$ cat src/rtl/event_generator_unit_req_sequencer.sv
// ---------------------------------------------------------------------------
// event_generator_unit_req_sequencer
//
// Clock/power resource request sequencer between the EGU channel logic and
// the PCGC. Each channel maps onto a static subset of resource pairs; every
// pair runs a four-phase req/ack handshake with a hold-off hysteresis before
// it is released. Per-channel grants report when all required pairs are up.
//
// Optional feature macro: EVENT_GENERATOR_UNIT_REQ_TIMEOUT_EN
//   defined     -> per-pair handshake timeout counters and sticky reqTimeout
//   not defined -> reqTimeout tied to 0, timeoutClear ignored
//
// Ports:
//   clk           in   block clock
//   reset         in   asynchronous, active-high reset
//   chReq         in   [NUM_CHANNELS]       per-channel demand (level)
//   chPairMask    in   [NUM_CHANNELS*NUM_CLOCK_POWER_PAIR]
//                      bit [c*NUM_CLOCK_POWER_PAIR+p]: channel c needs pair p
//   ackResources  in   [NUM_CLOCK_POWER_PAIR] PCGC acknowledge per pair
//   timeoutClear  in   clears all sticky timeout flags
//   reqResources  out  [NUM_CLOCK_POWER_PAIR] registered request to the PCGC
//   chGrant       out  [NUM_CHANNELS]       registered grant per channel
//   reqTimeout    out  [NUM_CLOCK_POWER_PAIR] sticky handshake timeout flag
// ---------------------------------------------------------------------------
module event_generator_unit_req_sequencer #(
    parameter int unsigned INCLUDE_EVENT_GENERATOR_UNIT = 1,
    parameter int unsigned NUM_CLOCK_POWER_PAIR         = 2,
    parameter int unsigned NUM_CHANNELS                 = 4,
    parameter int unsigned HOLD_CYCLES                  = 8,
    parameter int unsigned TIMEOUT_CYCLES               = 255
) (
    input  logic                                         clk,
    input  logic                                         reset,
    input  logic [NUM_CHANNELS-1:0]                      chReq,
    input  logic [NUM_CHANNELS*NUM_CLOCK_POWER_PAIR-1:0] chPairMask,
    input  logic [NUM_CLOCK_POWER_PAIR-1:0]              ackResources,
    input  logic                                         timeoutClear,
    output logic [NUM_CLOCK_POWER_PAIR-1:0]              reqResources,
    output logic [NUM_CHANNELS-1:0]                      chGrant,
    output logic [NUM_CLOCK_POWER_PAIR-1:0]              reqTimeout
);

    localparam int unsigned NP     = NUM_CLOCK_POWER_PAIR;
    localparam int unsigned NC     = NUM_CHANNELS;
    // Guard against a zero-width counter when hysteresis is disabled.
    localparam int unsigned HOLD_W = (HOLD_CYCLES > 0) ? $clog2(HOLD_CYCLES + 1) : 1;

    typedef enum logic [2:0] {
        ST_IDLE    = 3'd0,
        ST_REQ     = 3'd1,
        ST_ACTIVE  = 3'd2,
        ST_HOLD    = 3'd3,
        ST_RELEASE = 3'd4
    } pair_state_e;

    generate
        if (INCLUDE_EVENT_GENERATOR_UNIT != 0) begin : g_unit

            pair_state_e       state_q [NP];
            pair_state_e       state_n [NP];
            logic [HOLD_W-1:0] hold_q  [NP];
            logic [HOLD_W-1:0] hold_n  [NP];
            logic [NP-1:0]     demand_c;
            logic [NP-1:0]     pair_up_c;
            logic [NP-1:0]     req_n;
            logic [NC-1:0]     grant_n;

            // Pair demand: OR of every requesting channel mapped onto the pair.
            always_comb begin
                demand_c = '0;
                for (int c = 0; c < NC; c++) begin
                    for (int p = 0; p < NP; p++) begin
                        if (chReq[c] && chPairMask[c*NP + p]) begin
                            demand_c[p] = 1'b1;
                        end
                    end
                end
            end

            // Per-pair handshake FSM: next state and hold-off counter.
            always_comb begin
                for (int p = 0; p < NP; p++) begin
                    state_n[p] = state_q[p];
                    hold_n[p]  = hold_q[p];
                    case (state_q[p])
                        ST_IDLE: begin
                            // ack while idle is ignored; only demand starts a handshake.
                            if (demand_c[p]) begin
                                state_n[p] = ST_REQ;
                            end
                        end
                        ST_REQ: begin
                            // A request is never withdrawn before it is acknowledged.
                            if (ackResources[p]) begin
                                state_n[p] = ST_ACTIVE;
                            end
                        end
                        ST_ACTIVE: begin
                            if (!demand_c[p]) begin
                                if (HOLD_CYCLES == 0) begin
                                    state_n[p] = ST_RELEASE;
                                end else begin
                                    state_n[p] = ST_HOLD;
                                    hold_n[p]  = HOLD_W'(HOLD_CYCLES);
                                end
                            end
                        end
                        ST_HOLD: begin
                            if (demand_c[p]) begin
                                state_n[p] = ST_ACTIVE;
                                hold_n[p]  = '0;
                            end else if (hold_q[p] == HOLD_W'(1)) begin
                                state_n[p] = ST_RELEASE;
                                hold_n[p]  = '0;
                            end else begin
                                hold_n[p]  = hold_q[p] - HOLD_W'(1);
                            end
                        end
                        ST_RELEASE: begin
                            // Wait for ack low; new demand is picked up from IDLE.
                            if (!ackResources[p]) begin
                                state_n[p] = ST_IDLE;
                            end
                        end
                        default: begin
                            state_n[p] = ST_IDLE;
                            hold_n[p]  = '0;
                        end
                    endcase
                end
            end

            // Request output follows the next state so it registers with it.
            always_comb begin
                for (int p = 0; p < NP; p++) begin
                    req_n[p]     = (state_n[p] == ST_REQ) || (state_n[p] == ST_ACTIVE) ||
                                   (state_n[p] == ST_HOLD);
                    pair_up_c[p] = (state_q[p] == ST_ACTIVE) || (state_q[p] == ST_HOLD);
                end
            end

            // Grant: channel demands and every pair it needs is up (vacuous for empty mask).
            always_comb begin
                for (int c = 0; c < NC; c++) begin
                    grant_n[c] = chReq[c];
                    for (int p = 0; p < NP; p++) begin
                        if (chPairMask[c*NP + p] && !pair_up_c[p]) begin
                            grant_n[c] = 1'b0;
                        end
                    end
                end
            end

            // State, counters and registered outputs.
            always_ff @(posedge clk or posedge reset) begin
                if (reset) begin
                    for (int p = 0; p < NP; p++) begin
                        state_q[p] <= ST_IDLE;
                        hold_q[p]  <= '0;
                    end
                    reqResources <= '0;
                    chGrant      <= '0;
                end else begin
                    for (int p = 0; p < NP; p++) begin
                        state_q[p] <= state_n[p];
                        hold_q[p]  <= hold_n[p];
                    end
                    reqResources <= req_n;
                    chGrant      <= grant_n;
                end
            end

`ifdef EVENT_GENERATOR_UNIT_REQ_TIMEOUT_EN
            localparam int unsigned TO_W = (TIMEOUT_CYCLES > 0) ? $clog2(TIMEOUT_CYCLES + 1) : 1;

            logic [TO_W-1:0] to_q [NP];
            logic [TO_W-1:0] to_n [NP];
            logic [NP-1:0]   flag_n;

            // Timeout counter: runs while waiting on ack, restarts on any state change,
            // saturates at the limit. The flag sets once on reaching the limit.
            always_comb begin
                for (int p = 0; p < NP; p++) begin
                    to_n[p]   = '0;
                    flag_n[p] = reqTimeout[p] & ~timeoutClear;
                    if ((state_n[p] == state_q[p]) &&
                        ((state_q[p] == ST_REQ) || (state_q[p] == ST_RELEASE))) begin
                        if (to_q[p] != TO_W'(TIMEOUT_CYCLES)) begin
                            to_n[p] = to_q[p] + TO_W'(1);
                            // Set wins over a simultaneous clear.
                            if (to_n[p] == TO_W'(TIMEOUT_CYCLES)) begin
                                flag_n[p] = 1'b1;
                            end
                        end else begin
                            to_n[p] = to_q[p];
                        end
                    end
                end
            end

            always_ff @(posedge clk or posedge reset) begin
                if (reset) begin
                    for (int p = 0; p < NP; p++) begin
                        to_q[p] <= '0;
                    end
                    reqTimeout <= '0;
                end else begin
                    for (int p = 0; p < NP; p++) begin
                        to_q[p] <= to_n[p];
                    end
                    reqTimeout <= flag_n;
                end
            end
`else
            logic unused_timeout;

            assign reqTimeout     = '0;
            assign unused_timeout = timeoutClear ^ (TIMEOUT_CYCLES == 0);
`endif

        end else begin : g_no_unit

            logic unused_inputs;

            assign reqResources  = '0;
            assign chGrant       = '0;
            assign reqTimeout    = '0;
            assign unused_inputs = ^{clk, reset, chReq, chPairMask, ackResources, timeoutClear};

        end
    endgenerate

endmodule
$ cat config.mk
export PLATFORM = sky130hd
export DESIGN_NAME = event_generator_unit_req_sequencer
export DESIGN_NICKNAME = d
export VERILOG_FILES = /design/src/rtl/event_generator_unit_req_sequencer.sv
export SDC_FILE = /design/constraint.sdc
export NUM_CORES = 1
export LEC_CHECK = 0
export ABC_AREA = 1
export BUFFER_PORTS_ARGS = -buffer_cell sky130_fd_sc_hd__buf_2
export CAP_MARGIN = 15
export CELL_PAD_IN_SITES_DETAIL_PLACEMENT = 0
export CELL_PAD_IN_SITES_GLOBAL_PLACEMENT = 2
export CORE_MARGIN = 8
export CORE_UTILIZATION = 30
export CTS_CLUSTER_SIZE = 25
export DETAILED_ROUTE_END_ITERATION = 8
export PLACE_DENSITY_LB_ADDON = 0.08
export SLEW_MARGIN = 20
export SYNTH_ARGS = -nofsm -noshare
export SYNTH_HDL_FRONTEND = slang
export SYNTH_SLANG_ARGS = --single-unit
$ cat constraint.sdc
create_clock -name clk -period 1.55 [get_ports clk]
set_clock_uncertainty 0.1 [all_clocks]
set_input_delay 0.0775 -clock clk [delete_from_list [all_inputs] [get_ports clk]]
set_output_delay 0.0775 -clock clk [all_outputs]
set_load 0.01 [all_outputs]
## Yosys cells after proc, flatten, opt, wreduce, memory -nomap -nowiden

Index checks and enable logic that the tools add are counted.

| operators by class | value |
|---|---|
| $add $sub $neg | 2 |
| reduce and logical (&&, ||, !) cells | 30 |
| multiplexer cells | 38 |
| multiply operators | 0 |
| shifts and indexed selects | 0 |
| equality and inequality tests | 18 |
| bitwise operators | 2 |
| divide/modulo/power cells | 0 |
| magnitude comparators | 0 |

Operators by type and width:

| kind | number |
|---|---|
| $mux W3 | 12 |
| $pmux W3 S5 | 2 |
| $eq A3 B2 Y1 const B | 8 |
| $mux W4 | 6 |
| $pmux W4 S3 | 2 |
| $logic_and A1 B1 Y1 | 16 |
| $mux W1 | 16 |
| $eq A3 B1 Y1 const B | 4 |
| $eq A4 B1 Y1 const B | 2 |
| $sub A4 B1 Y4 const B | 2 |
| $eq A3 B3 Y1 const B | 2 |
| $logic_not A3 Y1 | 2 |
| $logic_or A1 B1 Y1 | 6 |
| $reduce_or A3 Y1 | 2 |
| $ne A2 B2 Y1 const B | 2 |
| $reduce_and A2 Y1 | 2 |
| $logic_not A1 Y1 | 2 |
| $not A1 Y1 | 2 |

| word-level totals | value |
|---|---|
| memory bits (writable) | 0 |
| memories | 0 |
| word-level logic and storage cells | 96 |
| register bits | 20 |
| output and inout port bits | 8 |
| latch bits | 0 |
| ROM bits | 0 |
| input bits | 17 |

## Logic depth before layout (Yosys ltp)

Gate-level depths: netlist (run 1).

| depth | value |
|---|---|
| depth after elaboration | 10 |
| mapped depth | 8 |
| mapped depth without buffers | 8 |

## Worst setup path before layout (run 1)

Ideal clock, no wire load.

| timing path | value |
|---|---|
| path kind | reg2reg |
| start | register g_unit.hold_q[5] (netlist name) |
| end | register reqResources[0] |
| buffers on the path | 0 |
| path slack | 0.272 ns |
| period minus slack after synthesis | 1.278 ns |
| data required time | 1.323 ns |
| cell stages (with the launch flop) | 8 |
| library setup time | 0.127 ns |
| arrival | 1.051 ns |
| cell sequence | dfrtp_1 > inv_1 > ha_1 > nand3_1 > nand3_1 > inv_1 > nor2_1 > nand2_1 |

| on the way | value |
|---|---|
| word-level cells in the longest chain between the ends | 7 |
| elaborated cells on any way between the ends | 9 |
| those cells by class | eq/ne (4); mux (3); reduce/logical (2) |

Ends and longest elaborated chain:

| element | line | text |
|---|---|---|
| start, declared | 61 | `logic [HOLD_W-1:0] hold_q [NP];` |
| start signal, assigned by index | 166 | `hold_q[p] <= hold_n[p];` |
| $eq A4 B1 Y1 (*) | 112 | `end else if (hold_q[p] == HOLD_W'(1)) begin` |
| $mux W3 (*) | 112 |  |
| $mux W3 (*) | 109 | `if (demand_c[p]) begin` |
| $pmux W3 S5 (*) | 85 | `case (state_q[p])` |
| $eq A3 B1 Y1 / $eq A3 B2 Y1 (equally long branches) | 136 | `req_n[p] = (state_n[p] == ST_REQ) \|\| (state_n[p] == ST_ACTIVE) \|\|` |
| $logic_or A1 B1 Y1 | 136 |  |
| $logic_or A1 B1 Y1 (*) | 136 |  |
| net g_unit.req_n[0] | 65 | `logic [NP-1:0] req_n;` |
| end signal, assigned | 168 | `reqResources <= req_n;` |
| end, declared | 38 | `output logic [NUM_CLOCK_POWER_PAIR-1:0] reqResources,` |

Mark *: on every way through the listed nets, which the timed path passes. The rest lies on a longest branch.
A chain may end at the register's enable or synchronous reset.

## Final worst setup path (run 1)

| timing path | value |
|---|---|
| start | register g_unit.state_q[5] (netlist name) |
| end | register chGrant[3] |

| on the way | value |
|---|---|
| word-level cells in the longest chain between the ends | 6 |
| elaborated cells on any way between the ends | 7 |
| those cells by class | eq/ne (2); mux (2); reduce/logical (3) |

Ends and longest elaborated chain:

| element | line | text |
|---|---|---|
| start, declared | 59 | `pair_state_e state_q [NP];` |
| start signal, assigned by index | 165 | `state_q[p] <= state_n[p];` |
| $eq A3 B2 Y1 | 138 | `pair_up_c[p] = (state_q[p] == ST_ACTIVE) \|\| (state_q[p] == ST_HOLD);` |
| $logic_or A1 B1 Y1 (*) | 138 |  |
| $logic_not A1 Y1 (*) | 147 | `if (chPairMask[c*NP + p] && !pair_up_c[p]) begin` |
| $logic_and A1 B1 Y1 (*) | 147 |  |
| $mux W1 (*) (2 in a row) | 147 |  |
| net g_unit.grant_n[3] | 66 | `logic [NC-1:0] grant_n;` |
| end signal, assigned | 169 | `chGrant <= grant_n;` |
| end, declared | 39 | `output logic [NUM_CHANNELS-1:0] chGrant,` |

Marked as above.

==> results.yml, run 1 <==
cells_and_area:
  final_cells: 247
  postLayoutCoreUtil_pct: 39.6
  fin_nets: 219
  antenna_cells: 0
  drive_gt1_share_pct: 20.8
  area_delta_synth_final_pct: 29.6
worst_setup_path:
  reg2reg_to: "chGrant[3]"
  path_class: "reg2reg"
  worst_ep_arrival_time_ns: 1.59
  r2r_slack_ns: 0.06
  end_kind: "flop"
  r2r_cells: 6
  crit_path_start_kind: "flop"
  cp_max_fo: 7
  r2r_start: "g_unit.state_q[5]"
  worst-endpoint-required_ns: 1.65
sta:
  hold_ws_ns: 0.00541
  worst_slack_ns: 0.0597
  max_freq_mhz: 671
  period_needed_ns: 1.49
  slew_violations: 0
  rsz0062_at_grt: "false"
  finalCritPeriodShare_pct: 96.2
  hold_violations: 0
  setup_viol: 0
  setup_tns_ns: 0
floorplan:
  io_pins: 25
  die_h_um: 79.2
  rows: 23
  dieArea_um2: 6270
  initial_core_util_pct: 30.6
  die_w_um: 79.2
  coreArea_um2: 3910
synthesis:
  synth_area_per_cell_um2: 7.58
  syn_area_um2: 1200
  yosysTopAreaCell: "dfrtp_1"
  ys_seq_area_share_pct: 41.8
  yosysWarningCount: 0
  synth_cells: 158
  synth_cell_type_count: 23
  synth_top_cell_area_share_pct: 41.8
  synth_seq_cells: 20
  synthTopCellsByArea: "dfrtp_1, nand2_1, inv_1, nor2_1, ha_1"
routing:
  wl_um: 2730
  wl_per_cell_um: 11.0
  drtAntennaViolNets: 0
  drt_first_pass_iters: 4
  num_vias: 1072
  first_iter_violations: 44
  via_per_inst: 4.34
  post-route-drc-count: 0
placement:
  port_buffers: 21
  dp.final_hpwl_um: 2070
  gp_congestion: 0.741
  dp_cells: 230
  pre_cts_slack_ns: 0.186
grt:
  overflow: 0
  grt_max_degree: 21
  grt_pass1_wl_um: 4620
  antenna_found_initial: 0
  first_global_vias: 1046
  track_usage_pct: 9.25
pwr:
  p_per_area_nw_per_um2: 1620
  peakVddDrop_mv: 0.502
  p_leak_nw: 0.818
worst_hold_path:
  min-delay-path-class: "in2reg"
  min-delay-start: "ackResources[0]"
  hold_end: "g_unit.state_q[4]"
  hold_depth: 3
job:
  maxCapViolCount: 0
cts:
  root_buffer: "clkbuf_8"
  cts_tree: "built"
  clockBufferDepth: 2
  clock-sinks: 20
  cts_buffers: 3
  htree_levels: 1
  clk_pin_slew_worst_paths_ns: 0.08
  clock_latency_ns: 0.26
outcome:
  status: "complete, no violations"
critical path, stage by stage, from the launching register on:
cell and delay, ns:
dfrtp_1 0.41, inv_2 0.08, nand2_4 0.08, nand2_1 0.07, nand2_1 0.05, a21oi_1 0.11
dlygate4sd3_1 0.55
report_power, final:
part / switching [mW] / internal [mW]
clock: 0.179 / 0.226
sequential: 0.154 / 0.720
combinational: 0.730 / 0.501
total: 1.06 / 1.45
cell usage in the layout (no fill, tap or decap), drive strengths merged:
cell type	synthesis	final
mux2i	1	1
nand4	2	2
clkbuf	0	4
nand2	49	49
a21oi	6	6
nor2	22	22
conb	1	2
xnor2	2	2
o22ai	2	2
ha	4	4
inv	25	25
a22oi	1	1
buf	2	24
nand3	10	10
dfrtp	20	20
maj3	1	1
nor3	2	2
dlygate4sd3	0	12
o41ai	1	1
o21ai	7	7
cells by family after synthesis:
logic type      synth area share (%)
flops                           41.8
simple gates                    33.5
buf+inv                         9.09
compound gates                  7.84
other cells                    0.313
fa+ha+maj                       5.12
xor+xnor                        1.46
mux                            0.836
registers in the layout, indices dropped and copies added (netlist names):
name            cells
reqResources        2
g_unit.hold_q       8
chGrant             4
g_unit.state_q      6
how the worst max path moves through the flow:
stage | end | depth (start not counted) | startpoint
final | chGrant[3] | 6 | g_unit.state_q[5]
after global routing | g_unit.hold_q[7] | 9 | chReq[0]
after CTS | chGrant[2] | 6 | g_unit.state_q[5]
after detailed placement | reqResources[1] | 7 | g_unit.hold_q[1]
after global placement | reqResources[0] | 7 | g_unit.hold_q[5]
after floorplan | reqResources[0] | 7 | g_unit.hold_q[5]
repair_timing:
| item | in CTS | in global routing |
|---|---|---|
| hold buffers | 10 | 4 |
| buffers inserted | 0 | 1 |
| hold endpoints to repair | 25 | 2 |
| endpoints found under the setup margin | 0 | 4 |
| gates resized for setup | 0 | 1 |
metal layers:
layer,vias to the layer above,routed length (um),GRT usage [%]
li1,571,-,-
met1,482,1290,11.0
met2,17,1280,15.2
met3,2,133,2.93
met4,0,16,3.33
met5,-,0,0
layout make-up:
| cell class | count | area (um2) |
|---|---|---|
| Inverter | 25 | 93.8 |
| Sequential cell | 20 | 500 |
| Fill cell | 433 | 2360 |
| Multi-Input combinational cell | 112 | 592 |
| Clock buffer | 4 | 55.1 |
| Tap cell | 50 | 62.6 |
| Timing Repair Buffer | 36 | 248 |
through the flow:
step / power (mW) / instance area [um2]
6_report: 2.51 / 1550
2_1_floorplan: 1.80 / 1200
3_5_place_dp: 2.10 / 1370
5_1_grt: 2.77 / 1550
4_1_cts: 2.57 / 1520
3_3_place_gp: 2.09 / 1370
synthesized netlist by cell type:
cell type	instances
nand3_1	9
nand2_4	2
a22oi_1	1
conb_1	1
inv_1	23
buf_4	2
xnor2_1	2
nor2_4	4
inv_2	2
maj3_2	1
o21ai_0	7
nand4_1	2
o22ai_1	2
nor3_1	2
dfrtp_1	20
nor2_1	16
nand3_4	1
ha_1	4
nor2_2	2
o41ai_1	1
nand2_1	47
mux2i_1	1
a21oi_1	6
(Power assumes the default switching activity.)
==> inputs of run 2 (changes only) <==
- GPL_TIMING_DRIVEN: default -> 0
- REMOVE_ABC_BUFFERS: default -> 1
==> run 2 against run 1 <==
  * The flow now finishes with violations (negative hold slack)
  * Design area is 0.32% lower
  * Power is 0.43% higher
  * Count of clock-buffer cells in the layout stayed put
  * Hold slack worse by 0.022 ns
==> results.yml, run 2 (synthesis gave the netlist of run 1 again) <==
routing:
  first_iter_violations: 34
  drt_first_pass_iters: 4
  num_vias: 1046
  via_per_inst: 4.27
  drtAntennaViolNets: 0
  wl_per_cell_um: 11.3
  post-route-drc-count: 0
  wl_um: 2760
floorplan:
  die_h_um: 79.2
  die_w_um: 79.2
  coreArea_um2: 3910
  io_pins: 25
  dieArea_um2: 6270
  initial_core_util_pct: 30.6
  rows: 23
worst_hold_path:
  hold_depth: 4
  min-delay-path-class: "in2reg"
sta:
  slew_violations: 0
  setup_viol: 0
  rsz0062_at_grt: "false"
  max_freq_mhz: 677
  hold_ws_ns: -0.0167
  hold_violations: 1
  finalCritPeriodShare_pct: 95.2
  tightestPinTransition_ns: 0.832
  setup_tns_ns: 0
  period_needed_ns: 1.48
  slew_headroom_pct: 44.5
grt:
  track_usage_pct: 9.71
  grt_pass1_wl_um: 4850
  first_global_vias: 1031
  antenna_found_initial: 0
  overflow: 0
  grt_max_degree: 21
outcome:
  violations: "negative hold slack"
  status: "finished, violations left"
worst_setup_path:
  path_depth: 6
  cp_max_fo: 7
  worst_ep_arrival_time_ns: 1.58
  crit_top_cell: "nand2_1"
  r2r_slack_ns: 0.07
  crit_path_start_kind: "flop"
  crit_slowest_cell: "dlygate4sd3_1"
  worst-path-buf-inv: 2
  end_kind: "flop"
  timing.critical_path.max_delay_family: "buffers and inverters"
  path_class: "reg2reg"
  worst-endpoint-required_ns: 1.66
  r2r_cells: 6
  crit_path_cell_trace: "inv_2 -> nand2_4 -> nand2_1 -> nand2_1 -> a21oi_1 -> dlygate4sd3_1"
  crit_path_max_incr_delay_ns: 0.55
cts:
  cts_tree: "built"
  cts_buffers: 3
  htree_levels: 1
  clk_pin_slew_worst_paths_ns: 0.08
  clock_latency_ns: 0.26
  clockBufferDepth: 2
  clock-sinks: 20
  root_buffer: "clkbuf_8"
cells_and_area:
  largest_reg_flops: 8
  mostFrequentLayoutCells: "nand2_1, inv_1, buf_2"
  top_register: "g_unit.hold_q"
  top_regs: "g_unit.hold_q: 8 flops, g_unit.state_q: 6 flops, chGrant: 4 flops"
  fin_nets: 217
  layout_commonest_cell: "nand2_1"
  postLayoutCoreUtil_pct: 39.5
  area_delta_synth_final_pct: 29.2
  drive_gt1_share_pct: 22.1
  final_cells: 245
  antenna_cells: 0
pwr:
  peakVddDrop_mv: 0.519
  p_leak_nw: 0.809
  p_per_area_nw_per_um2: 1630
placement:
  gp_congestion: 0.762
  dp_cells: 228
  dp.final_hpwl_um: 2050
  port_buffers: 21
job:
  maxCapViolCount: 0
==> run 2: cell count changes in the layout (fill, tap and decap cells not counted) <==
cell     previous run  this run
buf_4               3         1
a21oi_1             6         5
a21oi_2             0         1
dfrtp_1            20        19
dfrtp_2             0         1
inv_1              22        21
inv_2               3         4
nand3_1             9         8
nand3_2             0         1
==> run 2: area by class of cell <==
type | count | area [um2]
multi-input cells | 112 | 601
clock buffers | 4 | 55.1
inverters | 25 | 93.8
repair buffers | 34 | 233
flip-flops and latches | 20 | 502
well taps | 50 | 62.6
fillers | 440 | 2370
==> run 2: final timing paths <==
path	start	to
max	g_unit.state_q[5]	chGrant[2]
min	chPairMask[6]	chGrant[3]
max reg2reg	g_unit.state_q[5]	chGrant[2]
min reg2reg	g_unit.hold_q[0]	g_unit.hold_q[0]
max in group asynchronous	reset	g_unit.state_q[1]
min in group asynchronous	reset	g_unit.hold_q[6]
==> run 2: metrics by stage <==
step	total power, mW	cell area, um2	worst slack [ns]
3_5_place_dp	2.08	1350	0.0911
5_1_grt	2.79	1550	0.00370
3_3_place_gp	2.07	1350	0.118
4_1_cts	2.56	1520	0.0374
2_1_floorplan	1.80	1190	0.272
6_report	2.52	1550	0.0738
==> run 2: worst reg2reg max path, stage by stage (launching register included) <==
cell and delay [ns]:
dfrtp_1 0.41, inv_2 0.08, nand2_4 0.07, nand2_1 0.07, nand2_1 0.04, a21oi_1 0.10, dlygate4sd3_1 0.55
==> run 2: power by group <==
| part | switching (mW) | total [mW] | internal [mW] | leakage, nW |
|---|---|---|---|---|
| logic | 0.735 | 1.23 | 0.494 | 0.532 |
| clock network | 0.188 | 0.414 | 0.226 | 0.0288 |
| registers | 0.157 | 0.880 | 0.723 | 0.248 |
==> run 2: timing repair <==
item | 4_1_cts | 5_1_grt
setup buffers | 0 | 1
setup endpoints to repair | 0 | 6
endpoints found under the hold margin | 26 | 2
hold buffers | 11 | 3
gates resized for setup | 0 | 5
==> run 2: routing by layer <==
metal  up-vias  track usage, %  part of all wire [%]
li1        564               -                     -
met1       461            11.9                    47
met2        17            15.7                    46
met3         4            2.60                   5.5
met4         0            3.89                   1.2
met5         -               0                     0
==> inputs of run 3 (changes only) <==
- CTS_CLUSTER_DIAMETER: default -> 80
- PLACE_DENSITY_LB_ADDON: 0.08 -> 0.1
==> run 3 against run 2 <==
  * Routed wire length about the same
  * Combinational power about the same
  * The run still ends with negative hold slack left
  * Largest power group unchanged
  * Hold slack improved by 0.0035 ns
  * Highest routed layer unchanged
==> results.yml, run 3 (synthesis gave the netlist of run 1 again) <==
outcome:
  status: "finished, violations left"
  violations: "negative hold slack"
pwr:
  p_sw_mw: 1.06
  pwr-share-seq_pct: 35.7
  p_clk_share_pct: 13.9
  p_total_mw: 2.46
  p_per_area_nw_per_um2: 1600
  p_leak_nw: 0.816
  combPwrFrac_pct: 50.4
  intPower_mw: 1.40
  swShare_pct: 43.0
  peakVddDrop_mv: 0.608
worst_setup_path:
  crit_path_start_kind: "flop"
  timing.critical_path.max_delay_family: "buffers and inverters"
  r2r_slack_ns: 0.07
  cp_max_fo: 7
  worst-path-buf-inv: 1
  crit_path_cell_trace: "nand2_4 -> nand2_1 -> nand2_1 -> a21oi_1 -> dlygate4sd3_1"
  crit_top_cell: "nand2_1"
  worst-endpoint-required_ns: 1.59
  crit_slowest_cell: "dlygate4sd3_1"
  end_kind: "flop"
  path_class: "reg2reg"
  crit_path_max_incr_delay_ns: 0.56
  worst_ep_arrival_time_ns: 1.52
cells_and_area:
  mostFrequentLayoutCells: "nand2_1, inv_1, buf_2"
  fin_nets: 217
  fin_area_um2: 1540
  multi_input_area_um2: 611
  antenna_cells: 0
  top_regs: "g_unit.hold_q: 8 flops, g_unit.state_q: 6 flops, chGrant: 4 flops"
  layout_commonest_cell: "nand2_1"
  drive_gt1_share_pct: 22.7
  area_delta_synth_final_pct: 28.8
  top_register: "g_unit.hold_q"
  largest_reg_flops: 8
  ff_latch_area_um2: 502
  fillers: 450
sta:
  setup_tns_ns: 0
  rsz0062_at_grt: "true"
  max_freq_mhz: 676
  slew_headroom_pct: 44.3
  hold_ws_ns: -0.0132
  tightestPinTransition_ns: 0.834
  setup_viol: 0
  slew_violations: 0
  hold_violations: 1
  finalCritPeriodShare_pct: 95.5
  period_needed_ns: 1.48
cts:
  clock-sinks: 20
  root_buffer: "clkbuf_8"
  htree_levels: 1
  clock_latency_ns: 0.25
  clk_pin_slew_worst_paths_ns: 0.08
  cts_tree: "built"
  cts_buffers: 3
  clockBufferDepth: 2
grt:
  antenna_found_initial: 0
  grt_max_degree: 21
  first_global_vias: 1039
  grt_pass1_wl_um: 4700
  track_usage_pct: 9.38
  overflow: 0
routing:
  drtAntennaViolNets: 0
  wl_um: 2760
  first_iter_violations: 40
  post-route-drc-count: 0
  via_per_inst: 4.28
  drt_first_pass_iters: 4
  num_vias: 1044
  wl_per_cell_um: 11.3
placement:
  dp.final_hpwl_um: 2060
  gp_congestion: 0.744
  port_buffers: 21
  dpl_cell_area_um2: 1350
floorplan:
  initial_core_util_pct: 30.6
  die_h_um: 79.2
  rows: 23
  coreArea_um2: 3910
  io_pins: 25
  dieArea_um2: 6270
  die_w_um: 79.2
job:
  maxCapViolCount: 0
worst_hold_path:
  min-delay-path-class: "in2reg"
## run 3: path summary, 6_finish.rpt
path / startpoint / end / depth (start not counted)
hold reg to reg: g_unit.hold_q[1] / g_unit.hold_q[1] / 2
hold / removal: chPairMask[2] / chGrant[1] / 4
setup / recovery: g_unit.state_q[4] / chGrant[0] / 5
min in group asynchronous: reset / g_unit.hold_q[6] / 3
setup reg to reg: g_unit.state_q[4] / chGrant[0] / 5
max in group asynchronous: reset / g_unit.state_q[1] / 3
## run 3: tightest hold or removal path, stage by stage
cell     delay, ns
buf_2         0.09
nand2_1       0.05
nand2_1       0.05
a21oi_1       0.04
## run 3: routing by layer
layer,part of all wire [%],vias to the layer above,track usage [%]
met5,0,-,0
met2,51,10,16.0
met3,4.3,2,2.60
met4,0.58,0,3.33
met1,44,468,10.9
li1,-,564,-
## run 3: power groups by stage
stage / combinational (mW) / clock (mW) / sequential [mW]
2_1_floorplan: 0.910 / 0 / 0.885
3_3_place_gp: 1.19 / 0 / 0.884
3_5_place_dp: 1.19 / 0 / 0.889
4_1_cts: 1.25 / 0.366 / 0.877
5_1_grt: 1.45 / 0.390 / 0.910
6_report: 1.24 / 0.342 / 0.881
## run 3: layout make-up
type / count / share of cell area, %
multi-input cells: 112 / 39.6
flip-flops and latches: 20 / 32.5
repair buffers: 34 / 15.1
inverters: 25 / 6.08
well taps: 50 / 4.06
clock buffers: 3 / 2.68
## run 3: timing repair
item | in CTS | in global routing
setup endpoints to repair | 0 | 6
hold endpoints to repair | 27 | 1
setup buffers | 0 | 2
gates resized for setup | 0 | 7
hold buffers | 11 | 1
## run 3: stage by stage
step | cells | utilization (%) | worst slack, ns
global route | 244 | 39.4 | -0.000794
global placement | 228 | 34.6 | 0.102
finish | 244 | 39.4 | 0.0701
CTS | 242 | 38.5 | 0.0399
detailed placement | 228 | 34.6 | 0.0966
floorplan | 157 | - | 0.272
